**src/rtl/soc_sonhamos_pkg.sv**
```systemverilog
// CGRA peripheral window: base/size, register offsets, field bit positions and
// the controller FSM state type.
package soc_sonhamos_pkg;

    localparam logic [31:0] CGRA_PERIPH_START_ADDRESS = 32'h2000_3000;
    localparam logic [31:0] CGRA_PERIPH_SIZE          = 32'h0000_1000;

    localparam logic [11:0] CGRA_CTRL_OFFSET      = 12'h000;
    localparam logic [11:0] CGRA_STATUS_OFFSET    = 12'h004;
    localparam logic [11:0] CGRA_KERNEL_ID_OFFSET = 12'h008;
    localparam logic [11:0] CGRA_CYCLES_OFFSET    = 12'h00C;
    localparam logic [11:0] CGRA_PTR_BASE_OFFSET  = 12'h010;

    localparam int unsigned CGRA_CTRL_START_BIT   = 0;
    localparam int unsigned CGRA_CTRL_IRQ_EN_BIT  = 1;
    localparam int unsigned CGRA_STATUS_BUSY_BIT  = 0;
    localparam int unsigned CGRA_STATUS_DONE_BIT  = 1;

    typedef enum logic [1:0] {
        CGRA_IDLE  = 2'd0,
        CGRA_START = 2'd1,
        CGRA_BUSY  = 2'd2
    } cgra_state_e;

endpackage

```
**src/rtl/cgra_cycle_counter.sv**
```systemverilog
// Saturating cycle counter with synchronous clear; holds when not enabled.
module cgra_cycle_counter #(
    parameter int W = 32
) (
    input  logic         clk_i,
    input  logic         rst_ni,
    input  logic         clear_i,
    input  logic         en_i,
    output logic [W-1:0] count_o
);

    logic [W-1:0] count_reg;

    always_ff @(posedge clk_i or negedge rst_ni) begin
        if (!rst_ni) begin
            count_reg <= '0;
        end else if (clear_i) begin
            count_reg <= '0;
        end else if (en_i && (count_reg != {W{1'b1}})) begin
            count_reg <= count_reg + 1'b1;
        end
    end

    assign count_o = count_reg;

endmodule

```
**src/rtl/cgra_periph_ctrl.sv**
```systemverilog
// Register front-end and kernel launch sequencer for the CGRA: zero-wait-state
// register bus, start/busy/done handshake, cycle measurement and done interrupt.
module cgra_periph_ctrl
    import soc_sonhamos_pkg::*;
#(
    parameter int N_PTR = 4,
    parameter int DW    = 32
) (
    input  logic                 clk_i,
    input  logic                 rst_ni,
    input  logic                 reg_valid_i,
    input  logic                 reg_write_i,
    input  logic [11:0]          reg_addr_i,
    input  logic [DW-1:0]        reg_wdata_i,
    output logic                 reg_ready_o,
    output logic [DW-1:0]        reg_rdata_o,
    output logic                 reg_error_o,
    output logic                 cgra_start_o,
    output logic [7:0]           cgra_kernel_id_o,
    output logic [N_PTR*32-1:0]  cgra_ptr_o,
    input  logic                 cgra_done_i,
    output logic                 cgra_irq_o
);

    cgra_state_e  state_reg, state_next;
    logic         busy, cnt_clear, cnt_en;
    logic         irq_en_reg, irq_en_next;
    logic         done_reg, done_next;
    logic         irq_reg;
    logic [7:0]   kernel_reg;
    logic [31:0]  ptr_reg [N_PTR];
    logic [31:0]  cycles;
    logic [31:0]  wdata32, rdata32;

    // Address decode: word-aligned offsets only, PTR window sized by N_PTR.
    logic        aligned, hit_ctrl, hit_status, hit_kernel, hit_cycles, hit_ptr, addr_err;
    logic [9:0]  word, ptr_idx;
    logic        wr_en, start_req;

    assign wdata32    = 32'(reg_wdata_i);
    assign aligned    = (reg_addr_i[1:0] == 2'b00);
    assign word       = reg_addr_i[11:2];
    assign ptr_idx    = word - CGRA_PTR_BASE_OFFSET[11:2];
    assign hit_ctrl   = aligned && (reg_addr_i == CGRA_CTRL_OFFSET);
    assign hit_status = aligned && (reg_addr_i == CGRA_STATUS_OFFSET);
    assign hit_kernel = aligned && (reg_addr_i == CGRA_KERNEL_ID_OFFSET);
    assign hit_cycles = aligned && (reg_addr_i == CGRA_CYCLES_OFFSET);
    assign hit_ptr    = aligned && (word >= CGRA_PTR_BASE_OFFSET[11:2])
                                && (ptr_idx < 10'(N_PTR));
    assign addr_err   = !(hit_ctrl || hit_status || hit_kernel || hit_cycles || hit_ptr);

    assign wr_en      = reg_valid_i && reg_write_i && !addr_err;
    assign start_req  = wr_en && hit_ctrl && wdata32[CGRA_CTRL_START_BIT]
                        && (state_reg == CGRA_IDLE);

    assign reg_ready_o = reg_valid_i;
    assign reg_error_o = reg_valid_i && addr_err;

    always_ff @(posedge clk_i or negedge rst_ni) begin
        if (!rst_ni) state_reg <= CGRA_IDLE;
        else         state_reg <= state_next;
    end

    always_comb begin
        state_next = state_reg;
        case (state_reg)
            CGRA_IDLE:  if (start_req) state_next = CGRA_START;
            CGRA_START: state_next = CGRA_BUSY;
            CGRA_BUSY:  if (cgra_done_i) state_next = CGRA_IDLE;
            default:    state_next = CGRA_IDLE;
        endcase
    end

    always_comb begin
        cgra_start_o = 1'b0;
        cnt_clear    = 1'b0;
        cnt_en       = 1'b0;
        busy         = 1'b1;
        case (state_reg)
            CGRA_START: begin
                cgra_start_o = 1'b1;
                cnt_clear    = 1'b1;
            end
            CGRA_BUSY:  cnt_en = 1'b1;
            default:    busy = 1'b0;
        endcase
    end

    // A done arriving in BUSY wins over a simultaneous write-1-to-clear.
    always_comb begin
        irq_en_next = irq_en_reg;
        if (wr_en && hit_ctrl) irq_en_next = wdata32[CGRA_CTRL_IRQ_EN_BIT];
        done_next = done_reg;
        if (wr_en && hit_status && wdata32[CGRA_STATUS_DONE_BIT]) done_next = 1'b0;
        if ((state_reg == CGRA_BUSY) && cgra_done_i) done_next = 1'b1;
    end

    always_ff @(posedge clk_i or negedge rst_ni) begin
        if (!rst_ni) begin
            irq_en_reg <= 1'b0;
            done_reg   <= 1'b0;
            irq_reg    <= 1'b0;
            kernel_reg <= '0;
        end else begin
            irq_en_reg <= irq_en_next;
            done_reg   <= done_next;
            irq_reg    <= done_next && irq_en_next;
            if (wr_en && hit_kernel && !busy) kernel_reg <= wdata32[7:0];
        end
    end

    // Pointers are frozen for the whole run so the CGRA sees stable bases.
    for (genvar gi = 0; gi < N_PTR; gi++) begin : g_ptr
        always_ff @(posedge clk_i or negedge rst_ni) begin
            if (!rst_ni) begin
                ptr_reg[gi] <= '0;
            end else if (wr_en && hit_ptr && (ptr_idx == 10'(gi)) && !busy) begin
                ptr_reg[gi] <= wdata32;
            end
        end
        assign cgra_ptr_o[gi*32 +: 32] = ptr_reg[gi];
    end

    cgra_cycle_counter #(.W(32)) u_cycles (
        .clk_i   (clk_i),
        .rst_ni  (rst_ni),
        .clear_i (cnt_clear),
        .en_i    (cnt_en),
        .count_o (cycles)
    );

    always_comb begin
        rdata32 = '0;
        if (hit_ctrl)   rdata32[CGRA_CTRL_IRQ_EN_BIT] = irq_en_reg;
        if (hit_status) begin
            rdata32[CGRA_STATUS_BUSY_BIT] = busy;
            rdata32[CGRA_STATUS_DONE_BIT] = done_reg;
        end
        if (hit_kernel) rdata32[7:0] = kernel_reg;
        if (hit_cycles) rdata32 = cycles;
        for (int i = 0; i < N_PTR; i++) begin
            if (hit_ptr && (ptr_idx == 10'(i))) rdata32 = ptr_reg[i];
        end
    end

    assign reg_rdata_o      = DW'(rdata32);
    assign cgra_kernel_id_o = kernel_reg;
    assign cgra_irq_o       = irq_reg;

endmodule
```
**config.mk**
```make
export PLATFORM = sky130hd
export DESIGN_NAME = cgra_periph_ctrl
export DESIGN_NICKNAME = d
export VERILOG_FILES = /design/src/rtl/soc_sonhamos_pkg.sv /design/src/rtl/cgra_cycle_counter.sv /design/src/rtl/cgra_periph_ctrl.sv
export SDC_FILE = /design/constraint.sdc
export NUM_CORES = 1
export LEC_CHECK = 0
export BUFFER_PORTS_ARGS = -buffer_cell sky130_fd_sc_hd__buf_2
export CORE_ASPECT_RATIO = 1.1
export CORE_MARGIN = 3
export CORE_UTILIZATION = 45
export CTS_CLUSTER_SIZE = 24
export DETAILED_ROUTE_END_ITERATION = 10
export PLACE_DENSITY_LB_ADDON = 0.3
export SLEW_MARGIN = 10
export SYNTH_ARGS = -nofsm -noshare
export SYNTH_HDL_FRONTEND = slang
export SYNTH_HIERARCHICAL = 1
export SYNTH_SLANG_ARGS = --single-unit
export TNS_END_PERCENT = 1
```
**constraint.sdc**
```tcl
create_clock -name clk_i -period 2.78 [get_ports clk_i]
set_input_delay 0.278 -clock clk_i [delete_from_list [all_inputs] [get_ports clk_i]]
set_output_delay 0.278 -clock clk_i [all_outputs]
set_load 0.005 [all_outputs]
```
After elaboration in Yosys (flattened, before gate mapping)
Cells that the tools add are included.

storage, ports and cells
  register bits = 173
  word-level logic and storage cells = 89
  input port bits = 49
  output and inout bits = 172

cells by class
  multiplexer cells = 19
  $add $sub $neg = 2
  equal/unequal tests = 11
  reduce and logical (&&, ||, !) cells = 45
  magnitude comparators = 2

operators by type and width
  cell                                                                                   count
  32-bit 2-to-1 mux                                                                      7
  32-bit by 1-bit adder with 32-bit output (second input constant)                       1
  1-bit logical AND                                                                      32
  32-bit != test (second input constant)                                                 1
  12-bit by 4-bit == test with 1-bit output (second input constant)                      2
  10-bit by 2-bit == test with 1-bit output (second input constant)                      2
  12-bit by 3-bit == test with 1-bit output (second input constant)                      1
  12-bit logical NOT                                                                     1
  10-bit by 1-bit == test with 1-bit output (second input constant)                      1
  10-bit by 3-bit greater-or-equal comparator with 1-bit output (second input constant)  1
  10-bit logical NOT                                                                     1
  10-bit by 3-bit < comparator with 1-bit output (second input constant)                 1
  10-bit by 3-bit subtractor with 10-bit output (second input constant)                  1
  8-bit 2-to-1 mux                                                                       1
  1-bit 2-to-1 mux                                                                       7
  2-bit 2-to-1 mux                                                                       3
  2-bit one-hot mux with 3 select lines                                                  1
  2-bit logical NOT                                                                      2
  1-bit logical OR                                                                       4
  2-bit != test (second input constant)                                                  2
  2-bit by 1-bit == test with 1-bit output (second input constant)                       1
  2-bit == test (second input constant)                                                  1
  1-bit logical NOT                                                                      2
  2-bit AND reduction                                                                    1
  2 further kinds                                                                        2

Longest topological paths before layout
  depth in word-level cells = 12
  depth in mapped cells = 9
  gate-level depth less buffers = 7

Modules after synthesis
Netlist, hierarchy kept.

modules (own cells, without submodules)
  module              cells each  area each (um^2)  instances
  cgra_periph_ctrl    586         7154.4            1
  cgra_cycle_counter  198         1854.3            1

Least setup slack after synthesis
Ideal clock, no wire load.

  path type = in2out
  start = in reg_addr_i[5]
  end = out reg_rdata_o[22]
  arrival time = 1.818 ns
  slack = 0.684 ns
  stages on the path = 5
  cell sequence = or4_4 > or4_1 > clkbuf_1 > buf_2 > a31oi_1

between the ends
  word-level cells in the longest chain between the ends = 8

ends and longest elaborated chain
  what                                                                                                                            line                                            source
  start, declared                                                                                                                 cgra_periph_ctrl.sv:13                          input logic [11:0] reg_addr_i,
  10-bit by 3-bit subtractor with 10-bit output or 10-bit by 3-bit greater-or-equal comparator with 1-bit output (tied branches)  cgra_periph_ctrl.sv:43, cgra_periph_ctrl.sv:48
  10-bit by 3-bit < comparator with 1-bit output or 1-bit logical AND (tied branches)                                             cgra_periph_ctrl.sv:49, cgra_periph_ctrl.sv:48
  1-bit logical AND                                                                                                               cgra_periph_ctrl.sv:49                          && (ptr_idx < 10'(N_PTR));
  1-bit logical AND                                                                                                               cgra_periph_ctrl.sv:142                         if (hit_ptr && (ptr_idx == 10'(i))) rdata32 = ptr_reg[i];
  32-bit 2-to-1 mux (3 in a row)                                                                                                  cgra_periph_ctrl.sv:142
  32-bit 2-to-1 mux *                                                                                                             cgra_periph_ctrl.sv:142
  end, declared                                                                                                                   cgra_periph_ctrl.sv:16                          output logic [DW-1:0] reg_rdata_o,

Every way passes the cells marked *; elsewhere a longest branch is shown, timed or not.

Worst setup path in the final report
  start = reg state_reg[0]
  end = out reg_rdata_o[0]

between the ends
  word-level cells in the longest chain between the ends = 10

ends and longest elaborated chain
  what                                                                       line                     source
  start, declared                                                            cgra_periph_ctrl.sv:25   cgra_state_e state_reg, state_next;
  start signal, assigned                                                     cgra_periph_ctrl.sv:61   else state_reg <= state_next;
  2-bit == test or 2-bit by 1-bit == test with 1-bit output (tied branches)  cgra_periph_ctrl.sv:79   case (state_reg)
  2-bit OR reduction (no line) *                                             n/a
  1-bit 2-to-1 mux *                                                         cgra_periph_ctrl.sv:79
  2-bit 2-to-1 mux *                                                         cgra_periph_ctrl.sv:135  if (hit_status) begin
  8-bit 2-to-1 mux *                                                         cgra_periph_ctrl.sv:139  if (hit_kernel) rdata32[7:0] = kernel_reg;
  32-bit 2-to-1 mux *                                                        cgra_periph_ctrl.sv:140  if (hit_cycles) rdata32 = cycles;
  32-bit 2-to-1 mux * (4 in a row)                                           cgra_periph_ctrl.sv:142

Marked as above.

==> results.cfg <==
[synth]
seq_area_frac_synth = 0.481
syn_area_um2 = 9010
synth_top_area_share = 0.481
synth-edff-count = 0
yosys-top-cells-count = dfrtp_1 (173), mux2_1 (99), nor2_1 (75)
ys_async_sr_fraction = 1.00
synthTopCellsByArea = dfrtp_1 (48%), mux2_1 (12%), mux2_4 (6.5%), mux2i_1 (3.8%), nor2_1 (3.1%)
synth_most_common_cell = dfrtp_1
ys_warn_count = 6
yosysTopAreaCell = dfrtp_1
postSynthAreaPerCell_um2 = 11.5
ys_types = 60
ys_ff_latch = 173
synth_flop_cell = dfrtp_1
syn_nets = 838
synth_cells = 784

[cells_and_area]
drive_gt1_frac = 0.344
multi_input_area_um2 = 4400
utilization = 0.573
regArea_um2 = 4330
num-nets-final = 1061
fillers = 1710
area_growth_pct = 23.1
largest_register_ff_count = 128

[setup_path]
cp.arrival_ns = 2.34
startpoint = state_reg[0]
r2r-start = u_cycles/count_o[0]
crit_fanout = 3
cp-end-kind = output pin
critPathKind = reg -> out
reg2reg_to = u_cycles/count_o[31]
reg2reg_depth = 6
critPathRequiredTime_ns = 2.50
reg2reg_slack_ns = 0.28
critPathLaunchType = flop

[floorplan]
rows = 53
io_pins = 221
coreArea_um2 = 19400
die_h_um = 154
dieArea_um2 = 21800
initial_utilization = 0.465
die_x_um = 141

[sta]
setup-violations-final = 0
fin_setup_tns_ns = 0
finalCriticalPeriod_ns = 2.62
finalHoldViolations = 0
slew_violations = 0
rsz0062_at_grt = false
relSlewSlack = 0.561
fin_crit_sh = 0.941
clock_skew_ns = 0.0107
max_slew.worst_pin.slew_ns = 0.654
max_freq_mhz = 382

[global_routing]
grt_overflow = 0
grt_pass1_wl_um = 42000
grt_pass1_vias = 7224
grt_use_total = 0.247
antenna_found_initial = 1
grt_max_degree = 77

[pwr]
total_power_mw = 5.51
powerDensity_nw_per_um2 = 497
p_seq_frac = 0.468
p_clk_frac = 0.424
vdd_drop_max_mv = 0.447
switchingPower_mw = 1.56
p_sw_frac = 0.282
p_int_mw = 3.96
combPwrFrac = 0.108
cellLeakagePower_nw = 6.03

[placement]
dp_hpwl_um = 18900
portBuffers = 220
place.gp.congestion = 0.872

[clock_network]
clock-sinks = 173
clock_path_buffers = 2
clkTransAtPathRegs_ns = 0.07
cts-root-buf = clkbuf_16
htree_levels = 4
cts_buffers = 17
cts_tree = yes
cts_setup_buffers = 0
clock_latency_ns = 0.44

[route]
drc = 0
drt_pass1_iterations = 5
vias_per_cell = 5.61
wl_um = 26400
wire_per_inst_um = 20.8
ant_nets = 0
drtIter0Drc = 499
vias = 7116

[hold_path]
holdCritPathClass = in -> reg
hold_depth = 3
holdCritStartpoint = cgra_done_i
hold_end = done_reg

[job]
maxCapViolations = 0

[outcome]
status = complete, no violations
logic make-up (layout without fill, tap and decap cells):
family / count (synthesis) / after routing / synth area share
mux: 189 / 189 / 0.250
compound gates: 114 / 114 / 0.0808
flops: 173 / 173 / 0.481
simple gates: 229 / 229 / 0.137
other cells: 0 / 1 / 0
xor+xnor: 13 / 13 / 0.0126
fa+ha+maj: 5 / 5 / 0.00694
buf+inv: 61 / 297 / 0.0317
cell type report:
class | count | area share
multi-input combinational | 550 | 0.397
timing repair buffer | 248 | 0.126
sequential | 173 | 0.390
clock buffer | 17 | 0.0384
inverter | 17 | 0.00575
clock inverter | 15 | 0.0142
antenna | 1 | 0.000226
tap | 247 | 0.0279
cell usage in the layout, fill, tap and decap left out, types with 20 or more instances in the layout:
master and instances:
a21oi_1 35, and3_1 21, buf_2 218, buf_4 22, dfrtp_1 173, mux2_1 99
mux2_4 39, mux2i_1 34, nand2_1 40, nor2_1 75, o21ai_0 20
stage by stage:
stage,setup WS (ns),instance area (µm²),cells,hold slack (ns)
3_3_place_gp,0.288,10500,1234,0.242
5_1_grt,0.0331,11100,1268,0.0866
3_5_place_dp,0.273,10500,1234,0.240
6_report,0.163,11100,1268,0.0844
2_1_floorplan,0.684,9010,784,-0.0176
4_1_cts,0.111,11100,1267,0.0715
worst max-delay path: stages, from the launching register on:
cell,delay (ns)
dfrtp_1,0.37
inv_1,0.08
ha_1,0.34
mux2i_1,0.12
a21oi_1,0.17
nor2_1,0.05
a2111oi_0,0.56
buf_2,0.22
what timing repair did:
item / 4_1_cts / 5_1_grt
endpoints found under the hold margin: 46 / 0
resized for setup: 0 / 0
setup endpoints to repair: 0 / 0
hold buffers: 1 / 0
how the worst max path moves through the flow:
stage / end / depth (start not counted)
6_report: reg_rdata_o[0] / 7
5_1_grt: reg_rdata_o[0] / 7
4_1_cts: reg_rdata_o[0] / 7
3_5_place_dp: reg_rdata_o[9] / 6
3_3_place_gp: reg_rdata_o[9] / 6
2_1_floorplan: reg_rdata_o[22] / 5
per-layer routing:
metal	up-vias	global-route usage	wire length (µm)
met5	-	0	0
met4	0	0.0937	836
met3	47	0.0547	1480
met2	221	0.402	12800
met1	3554	0.324	11300
li1	3294	-	-
power groups by stage:
stage	clock (mW)	sequential, mW	combinational [mW]
2_1_floorplan	0	2.62	0.348
3_3_place_gp	0	2.63	0.587
3_5_place_dp	0	2.63	0.591
4_1_cts	2.38	2.58	0.598
5_1_grt	2.49	2.58	0.664
6_report	2.34	2.58	0.597
No activity file was read; power rests on OpenSTA's default activity.
